<file path="src/rtl/uart_stream_pkg.sv">
`default_nettype none
// +------------------------------------------------------------------+
// | uart_stream_pkg : shared types and helpers for the stream merger |
// | Rev 1.0                                                          |
// +------------------------------------------------------------------+
package uart_stream_pkg;

  typedef enum logic [1:0] {
    IDLE = 2'd0,
    HDR  = 2'd1,
    DATA = 2'd2
  } state_e;

  localparam logic [7:0] TAG_BASE_DEFAULT = 8'h30;
  localparam int         MAX_CH           = 8;

  function automatic int clog2(input int value);
    int r;
    r = 0;
    while ((1 << r) < value) r++;
    return r;
  endfunction

endpackage
`default_nettype wire

</file>
<file path="src/rtl/uart_stream_arbiter_if.sv">
`default_nettype none
// +------------------------------------------------------------------+
// | uart_stream_arbiter_if : channel inputs, merged output, status   |
// | Rev 1.0                                                          |
// +------------------------------------------------------------------+
interface uart_stream_arbiter_if #(
  parameter int N_CH = 2
);
  logic [N_CH-1:0]   in_valid;
  logic [8*N_CH-1:0] in_data;
  logic              tag_en;
  logic              out_valid;
  logic [7:0]        out_data;
  logic              out_ready;
  logic [N_CH-1:0]   fifo_empty;
  logic [N_CH-1:0]   ovf;
  logic              clr_ovf;
  logic [2:0]        active_ch;

  modport slave (
    input  in_valid, in_data, tag_en, out_ready, clr_ovf,
    output out_valid, out_data, fifo_empty, ovf, active_ch
  );

  modport master (
    output in_valid, in_data, tag_en, out_ready, clr_ovf,
    input  out_valid, out_data, fifo_empty, ovf, active_ch
  );
endinterface
`default_nettype wire

</file>
<file path="src/rtl/byte_fifo.sv">
`default_nettype none
// +------------------------------------------------------------------+
// | byte_fifo : per-channel byte FIFO, drop-on-full with ovf pulse   |
// | Rev 1.0                                                          |
// +------------------------------------------------------------------+
module byte_fifo
  import uart_stream_pkg::*;
#(
  parameter int DEPTH = 16
) (
  input  logic                  clk_sys,
  input  logic                  rst_n,
  input  logic                  wr_en,
  input  logic [7:0]            wr_data,
  input  logic                  rd_en,
  output logic [7:0]            rd_data,
  output logic                  empty,
  output logic                  full,
  output logic                  ovf_set,
  output logic [clog2(DEPTH):0] count
);
  localparam int            AW       = clog2(DEPTH);
  localparam logic [AW:0]   FULL_CNT = DEPTH[AW:0];

  logic [7:0]    mem_q [DEPTH];
  logic [7:0]    mem_d [DEPTH];
  logic [AW-1:0] wr_ptr_q, wr_ptr_d;
  logic [AW-1:0] rd_ptr_q, rd_ptr_d;
  logic [AW:0]   count_q, count_d;
  logic          empty_q, empty_d;
  logic          wr_ok, rd_ok;

  // Full is taken from the count at the start of the cycle, so a same-cycle pop never rescues a write.
  always_comb begin
    full     = (count_q == FULL_CNT);
    wr_ok    = wr_en && !full;
    rd_ok    = rd_en && !empty_q;
    ovf_set  = wr_en && full;
    mem_d    = mem_q;
    wr_ptr_d = wr_ptr_q;
    rd_ptr_d = rd_ptr_q;
    if (wr_ok) begin
      mem_d[wr_ptr_q] = wr_data;
      wr_ptr_d        = wr_ptr_q + AW'(1);
    end
    if (rd_ok) begin
      rd_ptr_d = rd_ptr_q + AW'(1);
    end
    count_d = count_q + {{AW{1'b0}}, wr_ok} - {{AW{1'b0}}, rd_ok};
    empty_d = (count_d == '0);
  end

  always_ff @(posedge clk_sys) begin
    mem_q <= mem_d;
  end

  always_ff @(posedge clk_sys or negedge rst_n) begin
    if (!rst_n) begin
      wr_ptr_q <= '0;
      rd_ptr_q <= '0;
      count_q  <= '0;
      empty_q  <= 1'b1;
    end else begin
      wr_ptr_q <= wr_ptr_d;
      rd_ptr_q <= rd_ptr_d;
      count_q  <= count_d;
      empty_q  <= empty_d;
    end
  end

  assign rd_data = mem_q[rd_ptr_q];
  assign empty   = empty_q;
  assign count   = count_q;

endmodule
`default_nettype wire

</file>
<file path="src/rtl/uart_stream_arbiter.sv">
`default_nettype none
// +------------------------------------------------------------------+
// | uart_stream_arbiter : N-channel round-robin burst byte merger    |
// | Rev 1.0                                                          |
// +------------------------------------------------------------------+
module uart_stream_arbiter
  import uart_stream_pkg::*;
#(
  parameter int         N_CH     = 2,
  parameter int         DEPTH    = 16,
  parameter int         BURST    = 8,
  parameter logic [7:0] TAG_BASE = TAG_BASE_DEFAULT
) (
  input  logic                  clk_sys,
  input  logic                  rst_n,
  uart_stream_arbiter_if.slave  bus
);
  localparam int         CW      = clog2(DEPTH) + 1;
  localparam logic [7:0] BURST_B = BURST[7:0];

  state_e            state_q, state_d;
  logic [2:0]        active_q, active_d;
  logic [2:0]        rr_q, rr_d;
  logic [7:0]        burst_q, burst_d;
  logic [N_CH-1:0]   ovf_q, ovf_d;

  logic [7:0]        rd_data_w [MAX_CH];
  logic [CW-1:0]     count_w   [MAX_CH];
  logic [MAX_CH-1:0] empty_w, full_w, in_valid_w;
  logic [N_CH-1:0]   rd_en_w, ovf_set_w;

  logic              out_valid_w, xfer, drains, found;
  logic [7:0]        out_data_w;
  logic [2:0]        grant_ch, next_ch;
  logic [3:0]        idx;

  // Unused slots are padded so the channel mux can be indexed by a 3-bit id.
  for (genvar k = 0; k < MAX_CH; k++) begin : g_ch
    if (k < N_CH) begin : g_fifo
      assign in_valid_w[k] = bus.in_valid[k];
      assign rd_en_w[k]    = xfer && (state_q == DATA) && (active_q == 3'(k));
      byte_fifo #(.DEPTH(DEPTH)) u_fifo (
        .clk_sys (clk_sys),
        .rst_n   (rst_n),
        .wr_en   (in_valid_w[k]),
        .wr_data (bus.in_data[8*k +: 8]),
        .rd_en   (rd_en_w[k]),
        .rd_data (rd_data_w[k]),
        .empty   (empty_w[k]),
        .full    (full_w[k]),
        .ovf_set (ovf_set_w[k]),
        .count   (count_w[k])
      );
    end else begin : g_pad
      assign in_valid_w[k] = 1'b0;
      assign rd_data_w[k]  = 8'h00;
      assign empty_w[k]    = 1'b1;
      assign full_w[k]     = 1'b0;
      assign count_w[k]    = '0;
    end
  end

  // Scan downward so the candidate closest after rr_q is the last one to win.
  always_comb begin
    found    = 1'b0;
    grant_ch = rr_q;
    idx      = '0;
    for (int i = N_CH - 1; i >= 0; i--) begin
      idx = {1'b0, rr_q} + 4'(i);
      if (idx >= 4'(N_CH)) idx = idx - 4'(N_CH);
      if (!empty_w[idx[2:0]]) begin
        found    = 1'b1;
        grant_ch = idx[2:0];
      end
    end
  end

  always_comb begin
    out_valid_w = 1'b0;
    out_data_w  = 8'h00;
    case (state_q)
      HDR: begin
        out_valid_w = 1'b1;
        out_data_w  = TAG_BASE + {5'b0, active_q};
      end
      DATA: begin
        out_valid_w = !empty_w[active_q];
        out_data_w  = rd_data_w[active_q];
      end
      IDLE:    ;
      default: ;
    endcase
  end

  assign xfer    = out_valid_w && bus.out_ready;
  // A write landing on the last byte keeps the burst alive.
  assign drains  = (count_w[active_q] == CW'(1)) && !(in_valid_w[active_q] && !full_w[active_q]);
  assign next_ch = (active_q == 3'(N_CH - 1)) ? 3'd0 : active_q + 3'd1;

  always_comb begin
    state_d  = state_q;
    active_d = active_q;
    rr_d     = rr_q;
    burst_d  = burst_q;
    ovf_d    = (ovf_q & ~{N_CH{bus.clr_ovf}}) | ovf_set_w;
    case (state_q)
      IDLE: begin
        if (found) begin
          active_d = grant_ch;
          burst_d  = 8'd0;
          state_d  = bus.tag_en ? HDR : DATA;
        end
      end
      HDR: begin
        if (xfer) state_d = DATA;
      end
      DATA: begin
        if (xfer) begin
          burst_d = burst_q + 8'd1;
          if ((burst_q + 8'd1 == BURST_B) || drains) begin
            rr_d    = next_ch;
            state_d = IDLE;
          end
        end
      end
      default: state_d = IDLE;
    endcase
  end

  always_ff @(posedge clk_sys or negedge rst_n) begin
    if (!rst_n) begin
      state_q  <= IDLE;
      active_q <= 3'd0;
      rr_q     <= 3'd0;
      burst_q  <= 8'd0;
      ovf_q    <= '0;
    end else begin
      state_q  <= state_d;
      active_q <= active_d;
      rr_q     <= rr_d;
      burst_q  <= burst_d;
      ovf_q    <= ovf_d;
    end
  end

  assign bus.out_valid  = out_valid_w;
  assign bus.out_data   = out_data_w;
  assign bus.fifo_empty = empty_w[N_CH-1:0];
  assign bus.ovf        = ovf_q;
  assign bus.active_ch  = active_q;

endmodule
`default_nettype wire

</file>
<file path="src/flat_wrapper.sv">
// flat-port wrapper written by rule: the top's interface ports become plain ports
module uart_stream_arbiter_flat import uart_stream_pkg::*;
#(
  parameter int         N_CH     = 2,
  parameter int         DEPTH    = 16,
  parameter int         BURST    = 8,
  parameter logic [7:0] TAG_BASE = TAG_BASE_DEFAULT
)
  (clk_sys, rst_n, bus_in_valid, bus_in_data, bus_tag_en, bus_out_ready, bus_clr_ovf, bus_out_valid, bus_out_data, bus_fifo_empty, bus_ovf, bus_active_ch);
  uart_stream_arbiter_if #(.N_CH(N_CH)) bus_i ();
  input  logic clk_sys;
  input  logic rst_n;
  input wire logic [$bits(bus_i.in_valid)-1:0] bus_in_valid;
  input wire logic [$bits(bus_i.in_data)-1:0] bus_in_data;
  input wire logic [$bits(bus_i.tag_en)-1:0] bus_tag_en;
  input wire logic [$bits(bus_i.out_ready)-1:0] bus_out_ready;
  input wire logic [$bits(bus_i.clr_ovf)-1:0] bus_clr_ovf;
  output wire logic [$bits(bus_i.out_valid)-1:0] bus_out_valid;
  output wire logic [$bits(bus_i.out_data)-1:0] bus_out_data;
  output wire logic [$bits(bus_i.fifo_empty)-1:0] bus_fifo_empty;
  output wire logic [$bits(bus_i.ovf)-1:0] bus_ovf;
  output wire logic [$bits(bus_i.active_ch)-1:0] bus_active_ch;
  assign bus_i.in_valid = bus_in_valid;
  assign bus_i.in_data = bus_in_data;
  assign bus_i.tag_en = bus_tag_en;
  assign bus_i.out_ready = bus_out_ready;
  assign bus_i.clr_ovf = bus_clr_ovf;
  assign bus_out_valid = bus_i.out_valid;
  assign bus_out_data = bus_i.out_data;
  assign bus_fifo_empty = bus_i.fifo_empty;
  assign bus_ovf = bus_i.ovf;
  assign bus_active_ch = bus_i.active_ch;
  uart_stream_arbiter #(.N_CH(N_CH), .DEPTH(DEPTH), .BURST(BURST), .TAG_BASE(TAG_BASE)) u_core (.clk_sys(clk_sys), .rst_n(rst_n), .bus(bus_i));
endmodule
</file>
<file path="config.mk">
export PLATFORM = sky130hd
export DESIGN_NAME = uart_stream_arbiter_flat
export DESIGN_NICKNAME = d
export VERILOG_FILES = /design/src/rtl/uart_stream_pkg.sv /design/src/rtl/uart_stream_arbiter_if.sv /design/src/rtl/byte_fifo.sv /design/src/rtl/uart_stream_arbiter.sv /design/src/flat_wrapper.sv
export SDC_FILE = /design/constraint.sdc
export NUM_CORES = 1
export LEC_CHECK = 0
export BUFFER_PORTS_ARGS = -buffer_cell sky130_fd_sc_hd__buf_2
export CELL_PAD_IN_SITES_DETAIL_PLACEMENT = 2
export CELL_PAD_IN_SITES_GLOBAL_PLACEMENT = 2
export CORE_UTILIZATION = 45
export CTS_BUF_LIST = sky130_fd_sc_hd__clkbuf_4 sky130_fd_sc_hd__clkbuf_8
export DETAILED_ROUTE_END_ITERATION = 8
export HOLD_SLACK_MARGIN = 0.06
export PLACE_DENSITY = 0.79
export RECOVER_POWER = 25
export REMOVE_ABC_BUFFERS = 1
export SLEW_MARGIN = 20
export SYNTH_ARGS = -nofsm -noshare
export SYNTH_HDL_FRONTEND = slang
export SYNTH_SLANG_ARGS = --single-unit
export TNS_END_PERCENT = 1
</file>
<file path="constraint.sdc">
create_clock -name clk_sys -period 3.4 [get_ports clk_sys]
set_clock_uncertainty 0.2 [all_clocks]
set_input_delay 0.51 -clock clk_sys [delete_from_list [all_inputs] [get_ports clk_sys]]
set_output_delay 0.51 -clock clk_sys [all_outputs]
set_load 0.05 [all_outputs]
</file>
## Word-level counts from Yosys, hierarchy flattened

Index checks and enable logic that the tools add are counted.
W data, S select, Z words.

| cells by class | value |
|---|---|
| add/subtract/negate cells | 14 |
| order comparisons | 12 |
| equal/unequal tests | 11 |
| mux-type cells | 46 |
| bitwise logic cells | 8 |
| reduce and logical (&&, ||, !) cells | 31 |

Operator list:

| cell | count |
|---|---|
| $bwmux W128 | 2 |
| $mux W8 | 10 |
| $bmux W8 S4 | 2 |
| $demux W8 S4 | 2 |
| $pmux W8 S2 | 2 |
| $bmux W8 S3 | 1 |
| $ge A5 B5 Y1 const B | 4 |
| $not A4 Y5 | 4 |
| $add A4 B1 Y4 const B | 4 |
| $bmux W1 S3 | 5 |
| $bmux W5 S3 | 1 |
| $mux W3 | 5 |
| $logic_and A1 B1 Y1 | 14 |
| $lt A3 B4 Y1 const B | 3 |
| $add A5 B1 Y5 | 2 |
| $eq A5 B5 Y1 const B | 2 |
| $logic_not A5 Y1 | 2 |
| $lt A5 B1 Y1 const B | 2 |
| $mux W2 | 5 |
| $mux W5 | 2 |
| $sub A5 B1 Y5 | 2 |
| $add A8 B1 Y8 const B | 1 |
| $eq A8 B4 Y1 const B | 1 |
| $add A6 B3 Y7 const A | 1 |
| other kinds (27) | 43 |

| word-level totals | value |
|---|---|
| register bits | 302 |
| output and inout bits | 16 |

## Logic depth before layout (Yosys ltp)

Gate-level depths: netlist (run 1).

| depth | value |
|---|---|
| depth after elaboration | 11 |
| mapped depth | 18 |
| depth with buffers taken out | 17 |

## By module

Synthesis (run 1) repeated with hierarchy kept, for this count alone.

| unflattened totals | value |
|---|---|
| cell total of the unflattened synthesis | 747 |
| area, all modules | 13047.5 µm² |

By module, submodules not included:

| module | times used | cells an instance | area an instance (µm²) | sequential area each (µm²) |
|---|---|---|---|---|
| byte_fifo (u_core.g_ch[1].g_fifo.u_fifo) | 1 | 287 | 5786.8 | 4195.3 |
| byte_fifo (u_core.g_ch[0].g_fifo.u_fifo) | 1 | 287 | 5779.3 | 4195.3 |
| uart_stream_arbiter | 1 | 173 | 1481.4 | 450.4 |

## Least setup slack after synthesis (run 1)

No wires, ideal clock.

| timing | value |
|---|---|
| path kind | flip-flop to flip-flop |
| start | register u_core.active_q[0] (netlist: u_core.bus.active_ch[0]) |
| end | register u_core.g_ch[1].g_fifo.u_fifo.empty_q |
| arrival time | 3.764 ns |
| setup slack | -0.660 ns |
| stages on the path, launching flop included | 17 |
| path buffers | 1 |
| cells stage by stage | dfrtp_1 > buf_2 > mux2_2 > o21ai_2 > nand3_4 > nor4_4 > ha_1 > inv_1 > ha_1 > inv_1 > fa_1 > inv_1 > a21oi_1 > nor2_1 > nor2_1 > xnor2_1 > nor4_1 |

| on the way | value |
|---|---|
| word-level cells in the longest chain between the ends | 10 |
| elaborated cells on any way between the ends | 11 |
| classes of those cells | add/sub: 1; eq/ne: 1; mux: 3; reduce/logical: 6 |

RTL lines:

| item | RTL line | text |
|---|---|---|
| start, declared | uart_stream_arbiter.sv:22 | `logic [2:0] active_q, active_d;` |
| start signal, assigned | uart_stream_arbiter.sv:139 | `active_q <= active_d;` |
| $bmux W1 S3 | uart_stream_arbiter.sv:87 | `out_valid_w = !empty_w[active_q];` |
| $mux W1 (implied by the code) | uart_stream_arbiter.sv:87 |  |
| $logic_not A1 Y1 | uart_stream_arbiter.sv:87 |  |
| $pmux W1 S2 | uart_stream_arbiter.sv:81 | `case (state_q)` |
| via bus_out_valid | flat_wrapper.sv:18 | `output wire logic [$bits(bus_i.out_valid)-1:0] bus_out_valid;` |
| $logic_and A1 B1 Y1 | uart_stream_arbiter.sv:95 | `assign xfer = out_valid_w && bus.out_ready;` |
| $logic_and A1 B1 Y1 (2 in series) | uart_stream_arbiter.sv:41 | `assign rd_en_w[k] = xfer && (state_q == DATA) && (active_q == 3'(k));` |
| $logic_and A1 B1 Y1 | byte_fifo.sv:37 | `rd_ok = rd_en && !empty_q;` |
| via u_core.g_ch[1].g_fifo.u_fifo.rd_ok | byte_fifo.sv:31 | `logic wr_ok, rd_ok;` |
| $sub A5 B1 Y5 | byte_fifo.sv:49 | `count_d = count_q + {{AW{1'b0}}, wr_ok} - {{AW{1'b0}}, rd_ok};` |
| via u_core.g_ch[1].g_fifo.u_fifo.count_d[4] | byte_fifo.sv:29 | `logic [AW:0] count_q, count_d;` |
| $logic_not A5 Y1 | byte_fifo.sv:50 | `empty_d = (count_d == '0);` |
| via u_core.g_ch[1].g_fifo.u_fifo.empty_d | byte_fifo.sv:30 | `logic empty_q, empty_d;` |
| end signal, assigned | byte_fifo.sv:67 | `empty_q <= empty_d;` |
| end, declared | byte_fifo.sv:30 |  |

The timed path passes the listed nets, and every way through them passes these cells. The select of a mux whose other input is x is not followed.
A chain may end at the register's enable or synchronous reset.

## Worst setup path after layout (run 1)

| timing | value |
|---|---|
| start | register u_core.state_q[1] |
| end | register u_core.g_ch[0].g_fifo.u_fifo.empty_q |

| on the way | value |
|---|---|
| word-level cells in the longest chain between the ends | 8 |
| elaborated cells on any way between the ends | 9 |
| classes of those cells | add/sub: 1; eq/ne: 2; mux: 1; reduce/logical: 5 |

RTL lines:

| item | RTL line | text |
|---|---|---|
| start, declared | uart_stream_arbiter.sv:21 | `state_e state_q, state_d;` |
| start signal, assigned | uart_stream_arbiter.sv:138 | `state_q <= state_d;` |
| $eq A2 B2 Y1 or $eq A2 B1 Y1 (tied branches) | uart_stream_arbiter.sv:41, uart_stream_arbiter.sv:81 |  |
| $pmux W1 S2 | uart_stream_arbiter.sv:81 |  |
| $logic_and A1 B1 Y1 | uart_stream_arbiter.sv:95 |  |
| $logic_and A1 B1 Y1 * (2 in series) | uart_stream_arbiter.sv:41 |  |
| $logic_and A1 B1 Y1 * | byte_fifo.sv:37 |  |
| via u_core.g_ch[0].g_fifo.u_fifo.rd_ok | byte_fifo.sv:31 |  |
| $sub A5 B1 Y5 * | byte_fifo.sv:49 |  |
| via u_core.g_ch[0].g_fifo.u_fifo.count_d[4] | byte_fifo.sv:29 |  |
| $logic_not A5 Y1 * | byte_fifo.sv:50 |  |
| via u_core.g_ch[0].g_fifo.u_fifo.empty_d | byte_fifo.sv:30 |  |
| end signal, assigned | byte_fifo.sv:67 |  |
| end, declared | byte_fifo.sv:30 |  |

The timed path passes the listed nets; every way through them passes the cells marked *.

==> results of run 1 <==
-- how the worst max path moves through the flow --
| stage | depth (start not counted) | end |
|---|---|---|
| after floorplan | 15 | u_core.g_ch[0].g_fifo.u_fifo.empty |
| after global routing | 17 | u_core.g_ch[0].g_fifo.u_fifo.empty |
| after detailed placement | 17 | u_core.g_ch[1].g_fifo.u_fifo.empty |
| after global placement | 17 | u_core.g_ch[1].g_fifo.u_fifo.empty |
| final | 18 | u_core.g_ch[0].g_fifo.u_fifo.empty |
| after CTS | 6 | bus_out_data[2] |
-- flip-flops by register name, indices dropped and copies added, names as in the netlist --
register                            count
u_core.state_q                          2
u_core.g_ch.g_fifo.u_fifo.empty         2
u_core.g_ch.g_fifo.u_fifo.rd_ptr_q      8
u_core.bus.ovf                          2
u_core.g_ch.g_fifo.u_fifo.mem_q       256
u_core.bus.active_ch                    3
u_core.g_ch.g_fifo.u_fifo.count        10
u_core.g_ch.g_fifo.u_fifo.wr_ptr_q      8
u_core.burst_q                          8
u_core.rr_q                             3
-- metal layers --
layer	vias to the layer above	track usage	routed length [um]
met2	262	0.457	19700
met1	3915	0.338	15200
met5	-	0	0
met3	83	0.0472	1830
li1	3032	-	-
met4	0	0.107	1280
-- critical path, cell delays in order (launching register included) --
cell     delay (ns)
dfrtp_1        0.39
inv_2          0.09
ha_4           0.30
buf_4          0.16
nand2_4        0.08
o21ai_4        0.10
nand3_4        0.12
nor4_4         0.27
ha_1           0.29
inv_2          0.07
ha_4           0.13
inv_1          0.06
fa_2           0.38
inv_1          0.08
a21oi_1        0.08
nor2_1         0.18
nor2_1         0.08
xnor2_1        0.17
nor4_1         0.45
-- cell usage after synthesis (3+ instances only) --
| library cell | instances |
|---|---|
| a211oi_1 | 7 |
| a21oi_1 | 23 |
| a22oi_1 | 4 |
| a31oi_1 | 7 |
| and2_1 | 4 |
| buf_1 | 4 |
| buf_2 | 6 |
| buf_4 | 5 |
| buf_6 | 5 |
| clkbuf_1 | 10 |
| dfrtp_1 | 44 |
| edfxtp_1 | 256 |
| ha_1 | 29 |
| inv_1 | 32 |
| mux2_2 | 5 |
| mux2i_1 | 7 |
| mux4_1 | 13 |
| mux4_2 | 64 |
| nand2_1 | 35 |
| nand2b_1 | 8 |
| nand3_1 | 3 |
| nand4_1 | 11 |
| nor2_1 | 42 |
| nor2b_1 | 5 |
| nor3_1 | 11 |
| nor4_1 | 4 |
| o21ai_0 | 9 |
| or3_1 | 4 |
| xnor2_1 | 21 |
| xor2_1 | 4 |
-- layout make-up --
type                            instances  area (um^2)
Clock buffer                           69          868
Inverter                               32          120
Timing Repair Buffer                  100          769
Clock inverter                         28          204
Multi-Input combinational cell        341         3710
Fill cell                            2421        12900
Tap cell                              378          473
Sequential cell                       302         8840
-- cell families (layout without fill, tap and decap cells) --
| logic type | after synthesis | count (layout) | share of synthesized area |
|---|---|---|---|
| flip-flops | 302 | 302 | 0.691 |
| AND/OR/NAND/NOR | 138 | 138 | 0.0558 |
| multiplexers | 89 | 89 | 0.149 |
| buffers and inverters | 66 | 229 | 0.0277 |
| AO/OA/AOI/OAI | 58 | 58 | 0.0279 |
| adder cells (fa/ha/maj) | 31 | 31 | 0.0315 |
| XOR/XNOR | 25 | 25 | 0.0171 |
-- per-stage QoR --
| step | setup TNS [ns] | util | instance area [um^2] |
|---|---|---|---|
| floorplan | -6.51 | - | 12600 |
| global placement | 0 | 0.490 | 13600 |
| detailed placement | -0.445 | 0.490 | 13600 |
| CTS | -2.70 | 0.535 | 14900 |
| global route | -3.51 | 0.538 | 15000 |
| finish | -2.45 | 0.538 | 15000 |
-- report_power, final --
group / total [mW] / switching [mW] / internal (mW)
registers: 4.92 / 0.385 / 4.53
clock network: 3.45 / 1.56 / 1.89
logic: 3.61 / 2.21 / 1.40
total: 12.0 / 4.15 / 7.83
-- what timing repair did --
action	in CTS	in global routing
pin swaps	4	8
buffers inserted	1	4
endpoints found under the setup margin	12	12
cloned	1	0
resized for setup	30	18
hold endpoints to repair	48	0
hold buffers	6	0
==> metrics.csv, run 1 <==
stage,metric,value,unit
clock_tree,cts.clk_slew.worst_paths,0.07,ns
setup_path,r2r_cells,18,
detailed_routing,drt-total-wl,38000,um
power_and_ir_drop,finalPower,12.0,mW
yosys,async_reset_ff_frac,0.152,
floorplanning,io_pins,39,
min_path,hold_path_class,input port to flip-flop,
sta,finalCritPeriodShare,1.13,
setup_path,reg2reg_slack,-0.44,ns
sta,hold_viol_final,0,
grt,grt_start_max_net_pins,47,
power_and_ir_drop,peakVddDrop,0.353,mV
min_path,hold_path_depth,1,
placement,dp_slack,-0.258,ns
finish,most-common-layout-cells,"edfxtp_1, mux4_2, clkbuf_8, buf_4, dfrtp_1",
yosys,synth_edf_count,256,
detailed_routing,dr.pass1.iters,5,
clock_tree,cts-root-buf,clkbuf_8,
power_and_ir_drop,p_leak,5.21,nW
grt,grt_pass1_wl,54400,um
yosys,ys_seq_elements,302,
sta,rsz0062_at_grt,true,
clock_tree,clock_latency,0.60,ns
detailed_routing,via_per_inst,5.83,
sta,max_slew_margin,0.354,
sta,final.setup.worst_slack,-0.438,ns
clock_tree,cts_max_level,2,
detailed_routing,vias,7292,
detailed_routing,drtIter0Drc,568,
setup_path,startpoint,u_core.state_q[1],
finish,nets,883,
clock_tree,cts_buffers,52,
yosys,synth_area_per_cell,18.0,um^2
yosys,yosysTopAreaCell,edfxtp_1,
yosys,synth_area,12800,um^2
yosys,ys_seq_area_frac,0.691,
placement,portBuffers,38,
sta,period_needed,3.84,ns
run_status,violations,negative setup slack,
setup_path,crit_required,3.65,ns
detailed_routing,routedWlPerCell,30.4,um
floorplanning,core_area,27900,um^2
yosys,synthCells,709,
flow_run,timing.max_cap.violations,0,
setup_path,r2r-end,u_core.g_ch[0].g_fifo.u_fifo.empty,
floorplanning,start_util,0.459,
clock_tree,cts_sinks,302,
finish,antenna_cells,0,
placement,dp_hpwl,23400,um
floorplanning,die_area,29100,um^2
setup_path,worstPathArrival,4.09,ns
clock_tree,ctsLongestPathBuffers,3,
finish,instances_no_fill,1250,
power_and_ir_drop,p_per_area,799,nW/um^2
detailed_routing,ant_nets,0,
floorplanning,die_w,171,um
placement,place_inst,1141,
min_path,whs_endpoint,u_core.g_ch[0].g_fifo.u_fifo.mem_q[106],
sta,worstMarginPinSlew,0.965,ns
grt,track_usage,0.267,
min_path,hold_path.startpoint,bus_in_data[2],
setup_path,cp-end-kind,flip-flop,
yosys,synth.distinct_cells,50,
sta,max_freq,0.261,GHz
floorplanning,rows,61,
yosys,yosysTopAreaCellShare,0.601,
placement,gp_congestion,0.805,
finish,layout-drive-gt1-share,0.314,
sta,setup_viol,12,
setup_path,startpoint_type,flip-flop,
grt,grt_pass1_vias,8014,
finish,synthToLayoutAreaGrowth,17.1,%
grt,grt-ovfl-total,0,
yosys,yosys_warnings,0,
setup_path,cp_max_fo,5,
clock_tree,cts_tree,built,
finish,final_common_cell,edfxtp_1,
yosys,synthFlopType,edfxtp_1,
detailed_routing,drc,0,
yosys,synth_area_leaders,"edfxtp_1, mux4_2, dfrtp_1, ha_1, mux4_1",
sta,holdWs,0.128,ns
sta,maxSlewViolCount,0,
setup_path,worstSetupPathType,flip-flop to flip-flop,
floorplanning,die_h,171,um
grt,antenna_found_initial,0,
setup_path,r2r_start,u_core.state_q[1],
run_status,status,"finished, violations left",
Power figures use the tool's default switching activity.
==> run 2: changes to the inputs <==
==> constraint.sdc (replaced) <==
create_clock -name clk_sys -period 3.4 [get_ports clk_sys]
set_clock_uncertainty 0.2 [all_clocks]
set_input_delay 0.68 -clock clk_sys [delete_from_list [all_inputs] [get_ports clk_sys]]
set_output_delay 0.68 -clock clk_sys [all_outputs]
set_load 0.05 [all_outputs]
==> run 2 against run 1 <==
Against the previous run:
- hold slack improved by 0.015 ns
- the run still ends with negative setup slack left
- core utilization decreased by 0.39 points
- register-to-register slack gained 0.20 ns
- highest routed layer unchanged
- maximum frequency grew 0.91%
==> metrics.csv, run 2 (synthesis results as in run 1) <==
stage,metric,value,unit,change
placement,dp_hpwl,23700,um,+1.1%
clock_tree,cts_sinks,302,,unchanged
detailed_routing,drc,0,,unchanged
floorplanning,io_pins,39,,unchanged
run_status,status,"finished, violations left",,
clock_tree,ctsLongestPathBuffers,3,,unchanged
finish,nets,887,,+0.45%
finish,layout-drive-gt1-share,0.304,,-0.0106
run_status,violations,negative setup slack,,
sta,final.setup.worst_slack,-0.404,ns,+0.0344 ns
setup_path,worstPathArrival,2.92,ns,-1.17 ns
min_path,hold_path_class,input port to flip-flop,,
sta,setup_tns,-3.38,ns,-0.935 ns
clock_tree,cts_buffers,52,,unchanged
setup_path,cp-end-kind,output port,,
floorplanning,core_area,27900,um^2,unchanged
grt,grt_start_max_net_pins,36,,-23%
detailed_routing,via_per_inst,5.79,,-0.77%
sta,finalCritPeriodShare,1.12,,-0.0101
finish,largest_reg_flops,256,,unchanged
placement,portBuffers,38,,unchanged
finish,most-common-layout-cells,"edfxtp_1, mux4_2, buf_4, clkbuf_8, dfrtp_1",,
grt,antenna_found_initial,1,,+1
sta,maxSlewViolCount,0,,unchanged
detailed_routing,drtIter0Drc,464,,-18%
setup_path,crit_required,2.52,ns,-1.13 ns
setup_path,worstSetupPathType,flip-flop to output port,,
detailed_routing,drt-total-wl,36800,um,-3.2%
placement,place_inst,1143,,+0.18%
power_and_ir_drop,p_leak,5.19,nW,-0.45%
finish,largest-register,u_core.g_ch.g_fifo.u_fifo.mem_q,,
clock_tree,cts.clk_slew.worst_paths,0.07,ns,about the same
placement,dp_slack,-0.256,ns,+0.00229 ns
floorplanning,die_w,171,um,unchanged
finish,fin_util,0.534,,-0.00386
flow_run,timing.max_cap.violations,0,,unchanged
detailed_routing,routedWlPerCell,29.3,um,-3.6%
finish,fin_area,14900,um^2,-0.72%
sta,rsz0062_at_grt,true,,
detailed_routing,dr.pass1.iters,5,,unchanged
sta,setup_viol,12,,unchanged
detailed_routing,vias,7265,,-0.37%
floorplanning,rows,61,,unchanged
power_and_ir_drop,peakVddDrop,0.296,mV,-16%
sta,worstMarginPinSlew,0.973,ns,+0.00822 ns
setup_path,startpoint_type,flip-flop,,
floorplanning,start_util,0.459,,unchanged
power_and_ir_drop,p_per_area,780,nW/um^2,-2.4%
grt,grt-ovfl-total,0,,unchanged
sta,hold_viol_final,0,,unchanged
min_path,hold_path_depth,2,,+1
grt,grt_pass1_wl,54400,um,about the same
placement,dpl_cell_area,13700,um^2,+0.37%
finish,final_common_cell,edfxtp_1,,
floorplanning,die_h,171,um,unchanged
setup_path,cp_max_fo,8,,+3
placement,gp_congestion,0.835,,+3.8%
clock_tree,clock_latency,0.58,ns,-0.02 ns
finish,instances_no_fill,1255,,+0.40%
grt,grt_pass1_vias,8019,,+0.062%
setup_path,r2r_cells,18,,unchanged
sta,holdWs,0.143,ns,+0.0152 ns
sta,period_needed,3.80,ns,-0.0344 ns
detailed_routing,ant_nets,0,,unchanged
clock_tree,cts_tree,built,,
finish,synthToLayoutAreaGrowth,16.3,%,
sta,max_freq,0.263,GHz,+0.91%
clock_tree,cts-root-buf,clkbuf_8,,
floorplanning,die_area,29100,um^2,unchanged
power_and_ir_drop,finalPower,11.6,mW,-3.1%
sta,max_slew_margin,0.349,,-0.00550
grt,track_usage,0.264,,-0.00357
clock_tree,cts_max_level,2,,unchanged
[run 2: changes by cell type in the layout (fill, tap and decap cells not counted), moves of 4 or more]
cell,before,now
buf_12,4,9
buf_4,52,56
clkbuf_4,13,9
clkinv_1,13,17
dlygate4sd3_1,6,1
[run 2: where the power goes]
part | switching (mW) | internal (mW) | total (mW)
clock network | 1.56 | 1.66 | 3.23
logic | 2.08 | 1.40 | 3.47
registers | 0.373 | 4.53 | 4.91
[run 2: layout make-up]
class,instances,area [um^2]
Antenna cell,1,2.50
Clock buffer,63,811
Clock inverter,34,185
Fill cell,2448,13000
Inverter,32,120
Multi-Input combinational cell,341,3630
Sequential cell,302,8840
Tap cell,378,473
Timing Repair Buffer,104,822
[run 2: timing repair]
item / in CTS / in global routing
endpoints found under the hold margin: 25 / 0
hold buffers: 1 / 0
setup endpoints to repair: 11 / 12
resized for setup: 21 / 8
gates cloned: 2 / 0
pin swaps: 3 / 5
setup buffers: 11 / 2
[run 2: worst paths after layout]
kind,startpoint,to,slack [ns]
worst max-delay path,u_core.g_ch[1].g_fifo.u_fifo.rd_ptr_q[0],bus_out_data[6],-0.40
worst max register to register,u_core.state_q[1],u_core.g_ch[0].g_fifo.u_fifo.empty,-0.24
min in group asynchronous,rst_n,u_core.g_ch[0].g_fifo.u_fifo.count[2],0.48
worst min register to register,u_core.bus.ovf[1],u_core.bus.ovf[1],0.34
max in group asynchronous,rst_n,u_core.g_ch[1].g_fifo.u_fifo.empty,1.81
worst min-delay path,bus_clr_ovf,u_core.bus.ovf[0],0.14
[run 2: routing by layer]
layer	part of all wire	GRT usage	routed length, um	up-vias
li1	-	-	-	3030
met1	0.43	0.362	15700	3906
met2	0.49	0.429	18100	250
met3	0.050	0.0449	1840	79
met4	0.030	0.0873	1100	0
met5	0	0	0	-
[run 2: worst max-delay path: stages, from the launching register on]
cell and delay, ns:
dfrtp_2 0.44, buf_12 0.14, buf_12 0.13, mux4_2 0.55, mux4_2 0.55, a21oi_1 0.20
nor2_1 0.10, buf_2 0.22
